## src/rtl/vram_arbiter.sv

```systemverilog
// Text VRAM arbiter: display fetches own the slot cycles, the char writer gets the rest.
// Define VRAM_CLEAR_EN to add the FILL_CHAR screen-clear engine (clr_start / clr_busy).
module vram_arbiter #(
  parameter int unsigned COLS    = 80,
  parameter int unsigned ROWS    = 30,
  parameter int unsigned ADDR_W  = 12,
  parameter int unsigned H_TOTAL = 800,
  parameter int unsigned V_TOTAL = 525
`ifdef VRAM_CLEAR_EN
  ,
  parameter logic [7:0]  FILL_CHAR = 8'h20
`endif
) (
  input  logic              clk,
  input  logic              reset,
  input  logic [9:0]        counter_x,
  input  logic [9:0]        counter_y,
  input  logic              wr_req,
  input  logic [ADDR_W-1:0] wr_addr,
  input  logic [7:0]        wr_data,
  output logic              wr_ack,
  output logic [ADDR_W-1:0] mem_addr,
  output logic              mem_we,
  output logic [7:0]        mem_wdata,
  input  logic [7:0]        mem_rdata,
  output logic [7:0]        char_code,
  output logic              char_valid
`ifdef VRAM_CLEAR_EN
  ,
  input  logic              clr_start,
  output logic              clr_busy
`endif
);

  localparam logic [ADDR_W-1:0] CELLS  = ADDR_W'(COLS * ROWS);
  localparam logic [9:0]        H_LAST = 10'(H_TOTAL);
  localparam logic [9:0]        V_LAST = 10'(V_TOTAL);
  localparam logic [9:0]        X_VIS  = 10'd639;
  localparam logic [9:0]        Y_VIS  = 10'd480;
`ifdef VRAM_CLEAR_EN
  localparam logic [ADDR_W-1:0] LAST_CELL = ADDR_W'(COLS * ROWS - 1);
`endif

  typedef enum logic [1:0] {
    IDLE,
    WRITE
`ifdef VRAM_CLEAR_EN
    ,
    CLEAR
`endif
  } state_t;

  state_t            state;
  logic              fetch_d;
  logic [9:0]        next_y;
  logic [9:0]        slot_row;
  logic [9:0]        slot_col;
  logic              in_line;
  logic              at_wrap;
  logic              slot;
  logic [ADDR_W-1:0] row_a;
  logic [ADDR_W-1:0] row_base;
  logic [ADDR_W-1:0] slot_addr;
`ifdef VRAM_CLEAR_EN
  logic [ADDR_W-1:0] clr_ptr;
`endif

  // Slot detection: the address for the column the beam enters next cycle.
  always_comb begin
    // NOTE: every signal driven here gets a default first, so no latch can be inferred.
    next_y   = (counter_y == V_LAST) ? 10'd0 : counter_y + 10'd1;
    in_line  = (counter_x[2:0] == 3'd7) && (counter_x < X_VIS) && (counter_y < Y_VIS);
    at_wrap  = (counter_x == H_LAST) && (next_y < Y_VIS);
    slot     = in_line || at_wrap;
    slot_col = 10'd0;
    slot_row = next_y >> 4;
    if (in_line) begin
      slot_col = (counter_x >> 3) + 10'd1;
      slot_row = counter_y >> 4;
    end
  end

  assign row_a = ADDR_W'(slot_row);

  if (COLS == 80) begin : g_mul80
    assign row_base = (row_a << 6) + (row_a << 4);
  end else begin : g_mul
    assign row_base = row_a * ADDR_W'(COLS);
  end

  assign slot_addr = row_base + ADDR_W'(slot_col);

  always_ff @(posedge clk) begin
    // NOTE: state and all outputs are registers, so only non-blocking assignments here.
    if (reset) begin
      state      <= IDLE;
      fetch_d    <= 1'b0;
      mem_addr   <= '0;
      mem_we     <= 1'b0;
      mem_wdata  <= '0;
      wr_ack     <= 1'b0;
      char_code  <= '0;
      char_valid <= 1'b0;
`ifdef VRAM_CLEAR_EN
      clr_busy   <= 1'b0;
      clr_ptr    <= '0;
`endif
    end else begin
      mem_we     <= 1'b0;
      wr_ack     <= 1'b0;
      fetch_d    <= slot;
      char_valid <= fetch_d;
      if (fetch_d) char_code <= mem_rdata;
      if (slot) mem_addr <= slot_addr;

      case (state)
        IDLE: begin
`ifdef VRAM_CLEAR_EN
          if (clr_start) begin
            state    <= CLEAR;
            clr_busy <= 1'b1;
            clr_ptr  <= '0;
          end else
`endif
          if (wr_req && !slot) begin
            state     <= WRITE;
            mem_addr  <= wr_addr;
            mem_wdata <= wr_data;
            mem_we    <= (wr_addr < CELLS);
            wr_ack    <= 1'b1;
          end
        end
        // Recovery cycle: a stale wr_req seen here is never double-written.
        WRITE: state <= IDLE;
`ifdef VRAM_CLEAR_EN
        CLEAR: begin
          if (!slot) begin
            mem_addr  <= clr_ptr;
            mem_wdata <= FILL_CHAR;
            mem_we    <= 1'b1;
            if (clr_ptr == LAST_CELL) begin
              state    <= IDLE;
              clr_busy <= 1'b0;
              clr_ptr  <= '0;
            end else begin
              clr_ptr <= clr_ptr + 1'b1;
            end
          end
        end
`endif
        default: state <= IDLE;
      endcase
    end
  end

endmodule

```

## config.mk

```make
export PLATFORM = sky130hd
export DESIGN_NAME = vram_arbiter
export DESIGN_NICKNAME = d
export VERILOG_FILES = /design/src/rtl/vram_arbiter.sv
export SDC_FILE = /design/constraint.sdc
export NUM_CORES = 1
export LEC_CHECK = 0
export BUFFER_PORTS_ARGS = -buffer_cell sky130_fd_sc_hd__buf_4
export CORE_MARGIN = 2
export CORE_UTILIZATION = 52
export CTS_CLUSTER_DIAMETER = 200
export DETAILED_ROUTE_END_ITERATION = 8
export PLACE_DENSITY = 0.85
export SYNTH_ARGS = -nofsm -noshare
export SYNTH_HDL_FRONTEND = slang
export SYNTH_SLANG_ARGS = --single-unit
export TNS_END_PERCENT = 20
```

## constraint.sdc

```tcl
create_clock -name clk -period 6.5 [get_ports clk]
set_clock_uncertainty 0.1 [all_clocks]
set_input_delay 0.65 -clock clk [delete_from_list [all_inputs] [get_ports clk]]
set_output_delay 0.65 -clock clk [all_outputs]
set_load 0.02 [all_outputs]
```

==> results.md, run 1 <==
* Die Span X at about 66 µm
* Worst EP arrival at ~4.0 ns
* Postcts setup bufs at 0
* Global route total overflow at 0
* Area growth, synth to finish at 35.4%
* Count leader, synth: nand2_1
* Final max-slew violation count at 0
* H-tree level count at 2
* First-iteration detailed-routing DRC count at 82
* Clock Tree Buf Depth at 2
* Measured slew at the worst slew-check pin at 0.561 ns
* Total GRT Usage at 0.237
* Min Hold Slack at ~0.36 ns
* Post-Syn Area per Cell at ~8.7 µm²
* Fin crit share at 0.607
* Final hold vios at 0
* CTS tree: built
* Final WL at around 5 mm
* Lkg Pwr at roughly 1.2 nW
* Setup Viol. Count Final at 0
* Io pins at between 80 and 90
* Achievable frequency at roughly 250 MHz
* R2R Setup Slk at 4.98 ns
* CP endpoint kind: flip-flop
* Nets at 373
* Seq/Total Area, Yosys at 0.327
* Antenna diode count at 0
* VDD IR max at 159 µV
* Post-CTS resize count at 0
* Post-Syn Area at 2020 µm²
* Post-route ant nets at 0
* PnR Total Power at around 0.00054 W
* Inserted Clock Buffers at 5
* Largest net degree at the start of global routing at 33
* Unique masters post-synth at 45
* Synth Net Count at 296
* Yosys top cell area share at 0.327
* FF+latch count, synth at 33
* Clock Latency Late Sink at about 0.28 ns
* Synth top cells by count: nand2_1, dfxtp_1, nor2_1, a21oi_1, nand3_1
* # fillers at between 200 and 300
* Clock transition at the registers of the reported paths at about 0.060 ns
* Die area at 4400 µm²
* Die height at 66.3 µm
* Worst hold path depth at 2
* Main synth FF type: dfxtp_1
* Fin util at 0.742
* Mapped Cells at 231
* Global-route wire length before repair at 8.05 mm
* First-pass DRT Iterations at 4
* RSZ-0062 raised after global routing: false
* Worst slew margin at 0.625
* Reg2reg path depth at 3
* Maxcap violations at 0
* Port Buffer Count at ~80
* CP max FO at 13
* Yosys top cell by area: dfxtp_1
* Post-layout min period at 3.95 ns
* Yosys synthesis warning count at 0
* Kind of critical path: in2reg
* Setup TNS Final at 0 ns
* Synth top area cells: dfxtp_1, ha_1, nand2_1
* DRC viols at 0
* Number of flops mapped to enable cells by yosys at 0
* Wire length per cell at around 14 µm
* Placer Congestion at between 0.7 and 0.8
* Core area at roughly 3700 µm²
* Dpl hpwl at 3.86 mm
* Startpoint Class: primary input
* Vias per cell at approximately 5.4
* CP required at between 6 and 7 ns
* Hold_buf cts at 0
* Post-synth ARST share at 0
* Vias at about 1,900
* Share of post-route cells with drive strength above 1 at 0.330
* Vias in the first global route at roughly 1,800
* Outcome: finished, final reports clean
* Hold Path Class: reg2reg
* CTS root buf: clkbuf_8
* Initial antenna violation count at 0
* Row count at 22
* PD cells at approximately 200 nW/µm²
* Initial Util at 0.548
* Clock sinks at 33
layer usage:
metal | share of wire | track usage | vias to the layer above
met5 | 0 | 0 | -
met4 | 0.013 | 0.0612 | 0
met3 | 0.041 | 0.0494 | 7
met2 | 0.52 | 0.411 | 46
met1 | 0.42 | 0.297 | 896
li1 | - | - | 962
critical path, cell delays in order:
cell      delay (ns)
buf_4           0.13
and4_1          0.20
or3_1           0.32
a21o_1          0.32
nand3_1         0.15
xnor2_1         0.15
inv_1           0.09
fa_1            0.53
inv_1           0.07
fa_1            0.46
a21o_1          0.19
a21oi_1         0.19
o21ai_0         0.15
xnor2_1         0.14
a221oi_1        0.27
layout make-up:
type	instances	area, µm²	share of cell area
clock inverter	1	30.0	0.0110
inverter	7	26.3	0.00961
sequential	33	661	0.242
tap	48	60.1	0.0220
timing repair buffer	82	616	0.225
clock buffer	7	86.3	0.0316
multi-input combinational	179	1260	0.459
sequential cells by signal (all words and copies together) (netlist names):
| signal | flops |
|---|---|
| mem_addr | 12 |
| char_code | 8 |
| mem_wdata | 8 |
| char_valid | 1 |
| fetch_d | 1 |
| mem_we | 1 |
| state | 1 |
| wr_ack | 1 |
path summary, 6_finish.rpt:
check / start / end
setup / recovery: counter_x[3] / mem_addr[11]
hold / removal: mem_wdata[3] / mem_wdata[3]
setup reg to reg: state[0] / mem_we
hold reg to reg: mem_wdata[3] / mem_wdata[3]
metrics by stage:
step,std cells,instance area (µm²),worst slack (ns)
after global placement,349,2620,2.37
after floorplan,231,2020,2.57
after CTS,357,2740,2.55
after global routing,357,2740,2.30
after detailed placement,349,2620,2.24
final,357,2740,2.55
kinds of logic (layout without fill, tap and decap cells):
kind of cell | count (synthesis) | count (layout) | synth area share
AND/OR/NAND/NOR | 98 | 98 | 0.239
AO/OA/AOI/OAI | 43 | 43 | 0.178
flip-flops | 33 | 33 | 0.327
buffers and inverters | 19 | 97 | 0.0514
XOR/XNOR | 15 | 15 | 0.0650
adder cells (fa/ha/maj) | 14 | 14 | 0.0978
multiplexers | 8 | 8 | 0.0396
other | 1 | 1 | 0.00186
cells in the final DEF, fill, tap and decap left out, types with 2 or more instances in the layout:
cell and instances:
and4_1 3, o22ai_1 2, nand2b_1 3, and3_1 3, buf_4 82, a21o_1 4
nand3_1 13, nor2b_1 3, o21ai_0 4, ha_1 11, fa_1 3, o211a_1 2
xnor2_1 9, inv_1 7, dfxtp_1 33, nor2_1 26, clkbuf_8 6, a21oi_1 15
a311oi_2 7, a211oi_1 3, nand2_1 36, xor2_1 6, mux2i_1 8
where the power goes:
part | leakage (nW) | switching (W) | internal, W
combinational | 0.910 | 0.0000663 | 0.0000628
sequential | 0.270 | 0.00000591 | 0.000213
clock | 0.0585 | 0.0000702 | 0.000125
Note: power is estimated with default switching activity, not from simulation.
==> run 2, diff against run 1 <==
--- a/config.mk
+++ b/config.mk
@@ -7,10 +7,10 @@
 export LEC_CHECK = 0
 export BUFFER_PORTS_ARGS = -buffer_cell sky130_fd_sc_hd__buf_4
 export CORE_MARGIN = 2
-export CORE_UTILIZATION = 52
+export CORE_UTILIZATION = 44
 export CTS_CLUSTER_DIAMETER = 200
 export DETAILED_ROUTE_END_ITERATION = 8
-export PLACE_DENSITY = 0.85
+export PLACE_DENSITY = 0.77
 export SYNTH_ARGS = -nofsm -noshare
 export SYNTH_HDL_FRONTEND = slang
 export SYNTH_SLANG_ARGS = --single-unit
==> constraint.sdc (replaced) <==
create_clock -name clk -period 3.2 [get_ports clk]
set_clock_uncertainty 0.1 [all_clocks]
set_input_delay 0.32 -clock clk [delete_from_list [all_inputs] [get_ports clk]]
set_output_delay 0.32 -clock clk [all_outputs]
set_load 0.02 [all_outputs]
==> run 2 against run 1 <==
Compared with the run above: the run now ends with setup timing left; die area grew 17%; register-to-register slack worse by 3.3 ns; global-route usage fell by 2.6 points; combinational power grew 130%; critical path depth is the same; non-clock buffer count is 26 higher; cell area is 9.7% higher; critical path type unchanged; wire length increased by 5.0%.
==> results.md, run 2 (synthesis results as in run 1) <==
* Multi-input gate area in the final layout at 1320 µm² (+5.2%)
* Clock Tree Buf Depth at 2 (unchanged)
* Setup Viol. Count Final at 1 (+1)
* Final hold vios at 0 (unchanged)
* Fin crit share at 1.01
* Measured slew at the worst slew-check pin at 0.585 ns (+0.0244 ns)
* Kind of critical path: in2reg
* Row count at 24 (+9.1%)
* CTS root buf: clkbuf_8
* Hold Path Class: in2reg
* CTS tree: built
* Die area at 5150 µm² (+17%)
* Post-DP Area at 2860 µm² (+9.0%)
* Global-route wire length before repair at 8.74 mm (+8.5%)
* CP peak stage delay at 0.52 ns (about the same)
* Reg2reg path depth at 3 (unchanged)
* Cell mode on critical path: xnor2_1
* Core area at 4380 µm² (+19%)
* RSZ-0062 raised after global routing: true
* Setup TNS Final at -0.0165 ns (-0.0165 ns)
* Regs by FF count: mem_addr (12), char_code (8), mem_wdata (8)
* VDD IR max at 328 µV (+110%)
* R2R Setup Slk at 1.73 ns (-3.25 ns)
* Initial antenna violation count at 0 (unchanged)
* Postcts setup bufs at 0 (unchanged)
* CP max FO at 7 (-6)
* Worst r2r dst: mem_addr[3]
* Inserted Clock Buffers at 5 (unchanged)
* Post-route ant nets at 0 (unchanged)
* Vias per cell at 5.20 (-2.8%)
* CP required at 3.29 ns (-3.30 ns)
* Achievable frequency at ~310 MHz
* Share of post-route cells with drive strength above 1 at 0.418 (+0.0878)
* Final max-slew violation count at 0 (unchanged)
* Outcome: complete, but fails checks
* First-pass DRT Iterations at 4 (unchanged)
* Wire length per cell at 13.2 µm (-3.1%)
* Design area at 3000 µm² (+9.7%)
* Fin util at 0.684 (-0.0572)
* Placer Congestion at 0.796 (+6.1%)
* Clock sinks at 33 (unchanged)
* Die Span X at 71.8 µm (+8.2%)
* R2R Path Start: state[0]
* Total GRT Usage at 0.211 (-0.0258)
* Largest Register: mem_addr
* Port Buffer Count at 81 (unchanged)
* H-tree level count at 2 (unchanged)
* Initial Util at 0.461 (-0.0869)
* Worst slew margin at 0.609 (-0.0163)
* Lkg Pwr at 1.38 nW (+11%)
* Post-layout min period at around 3.2 ns
* Final WS setup at -0.0165 ns (-2.57 ns)
* Clock transition at the registers of the reported paths at 0.07 ns (about the same)
* Hold endpoint: mem_we
* # fillers at 384 (+31%)
* CP endpoint kind: flip-flop
* Startpoint Class: primary input
* Internal power at 0.000839 W (+110%)
* Die height at 71.8 µm (+8.2%)
* Crit path cell chain: buf_4, and4_1, or3_4, a21o_4, nand3_2, xnor2_1, inv_1, fa_1, inv_2, fa_2, a21o_1, a21oi_2, o21ai_1, xnor2_1, a221oi_1
* Io pins at 82 (unchanged)
* Vias at 2,013 (+5.3%)
* Worst EP arrival at 3.31 ns (-0.72 ns)
* Commonest cells after routing, fill and taps aside: buf_4, nand2_1, dfxtp_1
* Flip-flop and latch area at 661 µm² (unchanged)
* Worst hold path depth at 2 (unchanged)
* Place WS at -0.341 ns (-2.58 ns)
* Clock Latency Late Sink at 0.28 ns (about the same)
* Failing checks: setup timing
* PnR Total Power at 0.00114 W (+110%)
* Largest net degree at the start of global routing at 33 (unchanged)
* Sw Share at 0.266 (+0.00353)
* Final WL at 5.12 mm (+5.0%)
* Power share of the sequential group at 0.388 (-0.015)
* Most common cell after layout, fill and taps aside: buf_4
* Psw at 0.000304 W (+110%)
* Nets at 399 (+7.0%)
* Gate power share at 0.261 (+0.023)
* Clock network power share at 0.350 (-0.009)
* DRC viols at 0 (unchanged)
* Global route total overflow at 0 (unchanged)
* Maxcap violations at 0 (unchanged)
* Vias in the first global route at 2,011 (+12%)
* Number of flip-flops in the largest register at 12 (unchanged)
* PD cells at 381 nW/µm² (+92%)
* Hold Crit Start: wr_addr[11]
* Area growth, synth to finish at 48.5%
* Antenna diode count at 0 (unchanged)
* Dpl hpwl at 4.00 mm (+3.8%)
* First-iteration detailed-routing DRC count at 83 (+1.2%)
* CP max stage cell: fa_1
## run 2: worst max-delay path, delay by kind of cell
family	cells	cell delay, ns
simple gates	3	0.67
fa+ha+maj	2	0.85
xor+xnor	2	0.29
compound gates	5	0.94
buf+inv	3	0.25
## run 2: metrics by stage
step	hold slack (ns)	instances
6_report	0.138	387
5_1_grt	0.126	387
4_1_cts	0.129	387
3_5_place_dp	0.348	379
3_3_place_gp	0.344	379
2_1_floorplan	0.292	231
## run 2: metal layers
metal / part of all wire / up-vias / wire (µm) / global-route usage
li1: - / 1020 / - / -
met1: 0.42 / 925 / 2160 / 0.259
met2: 0.50 / 62 / 2570 / 0.365
met3: 0.067 / 6 / 342 / 0.0577
met4: 0.012 / 0 / 59 / 0.0545
met5: 0 / - / 0 / 0
## run 2: layout make-up
cell class,instances,share of cell area
flip-flops and latches,33,0.220
repair buffers,108,0.270
well taps,52,0.0217
inverters,7,0.00876
clock inverters,1,0.0100
clock buffers,7,0.0288
multi-input cells,179,0.440
## run 2: how the worst max path moves through the flow
| stage | slack [ns] | end | cells past startpoint | startpoint |
|---|---|---|---|---|
| final | -0.02 | mem_addr[11] | 15 | counter_x[3] |
| after CTS | 0.0003 | mem_addr[11] | 14 | counter_y[8] |
| after detailed placement | -0.34 | mem_addr[11] | 14 | counter_y[8] |
| after floorplan | -0.1 | mem_addr[11] | 15 | counter_x[3] |
| after global routing | -0.17 | mem_addr[11] | 15 | counter_x[3] |
| after global placement | -0.27 | mem_addr[11] | 14 | counter_y[8] |
## run 2: power by group through the flow
stage                     combinational [W]  sequential [W]  clock, W
final                              0.000299        0.000444  0.000400
after global routing               0.000328        0.000445  0.000426
after CTS                          0.000299        0.000443  0.000410
after detailed placement           0.000296        0.000452         0
after global placement             0.000291        0.000452         0
after floorplan                    0.000133        0.000475         0
## run 2: timing repair
item	CTS	global route
hold buffers	0	0
setup endpoints to repair	2	4
hold endpoints to repair	0	0
pin swaps	0	3
resized for setup	4	3
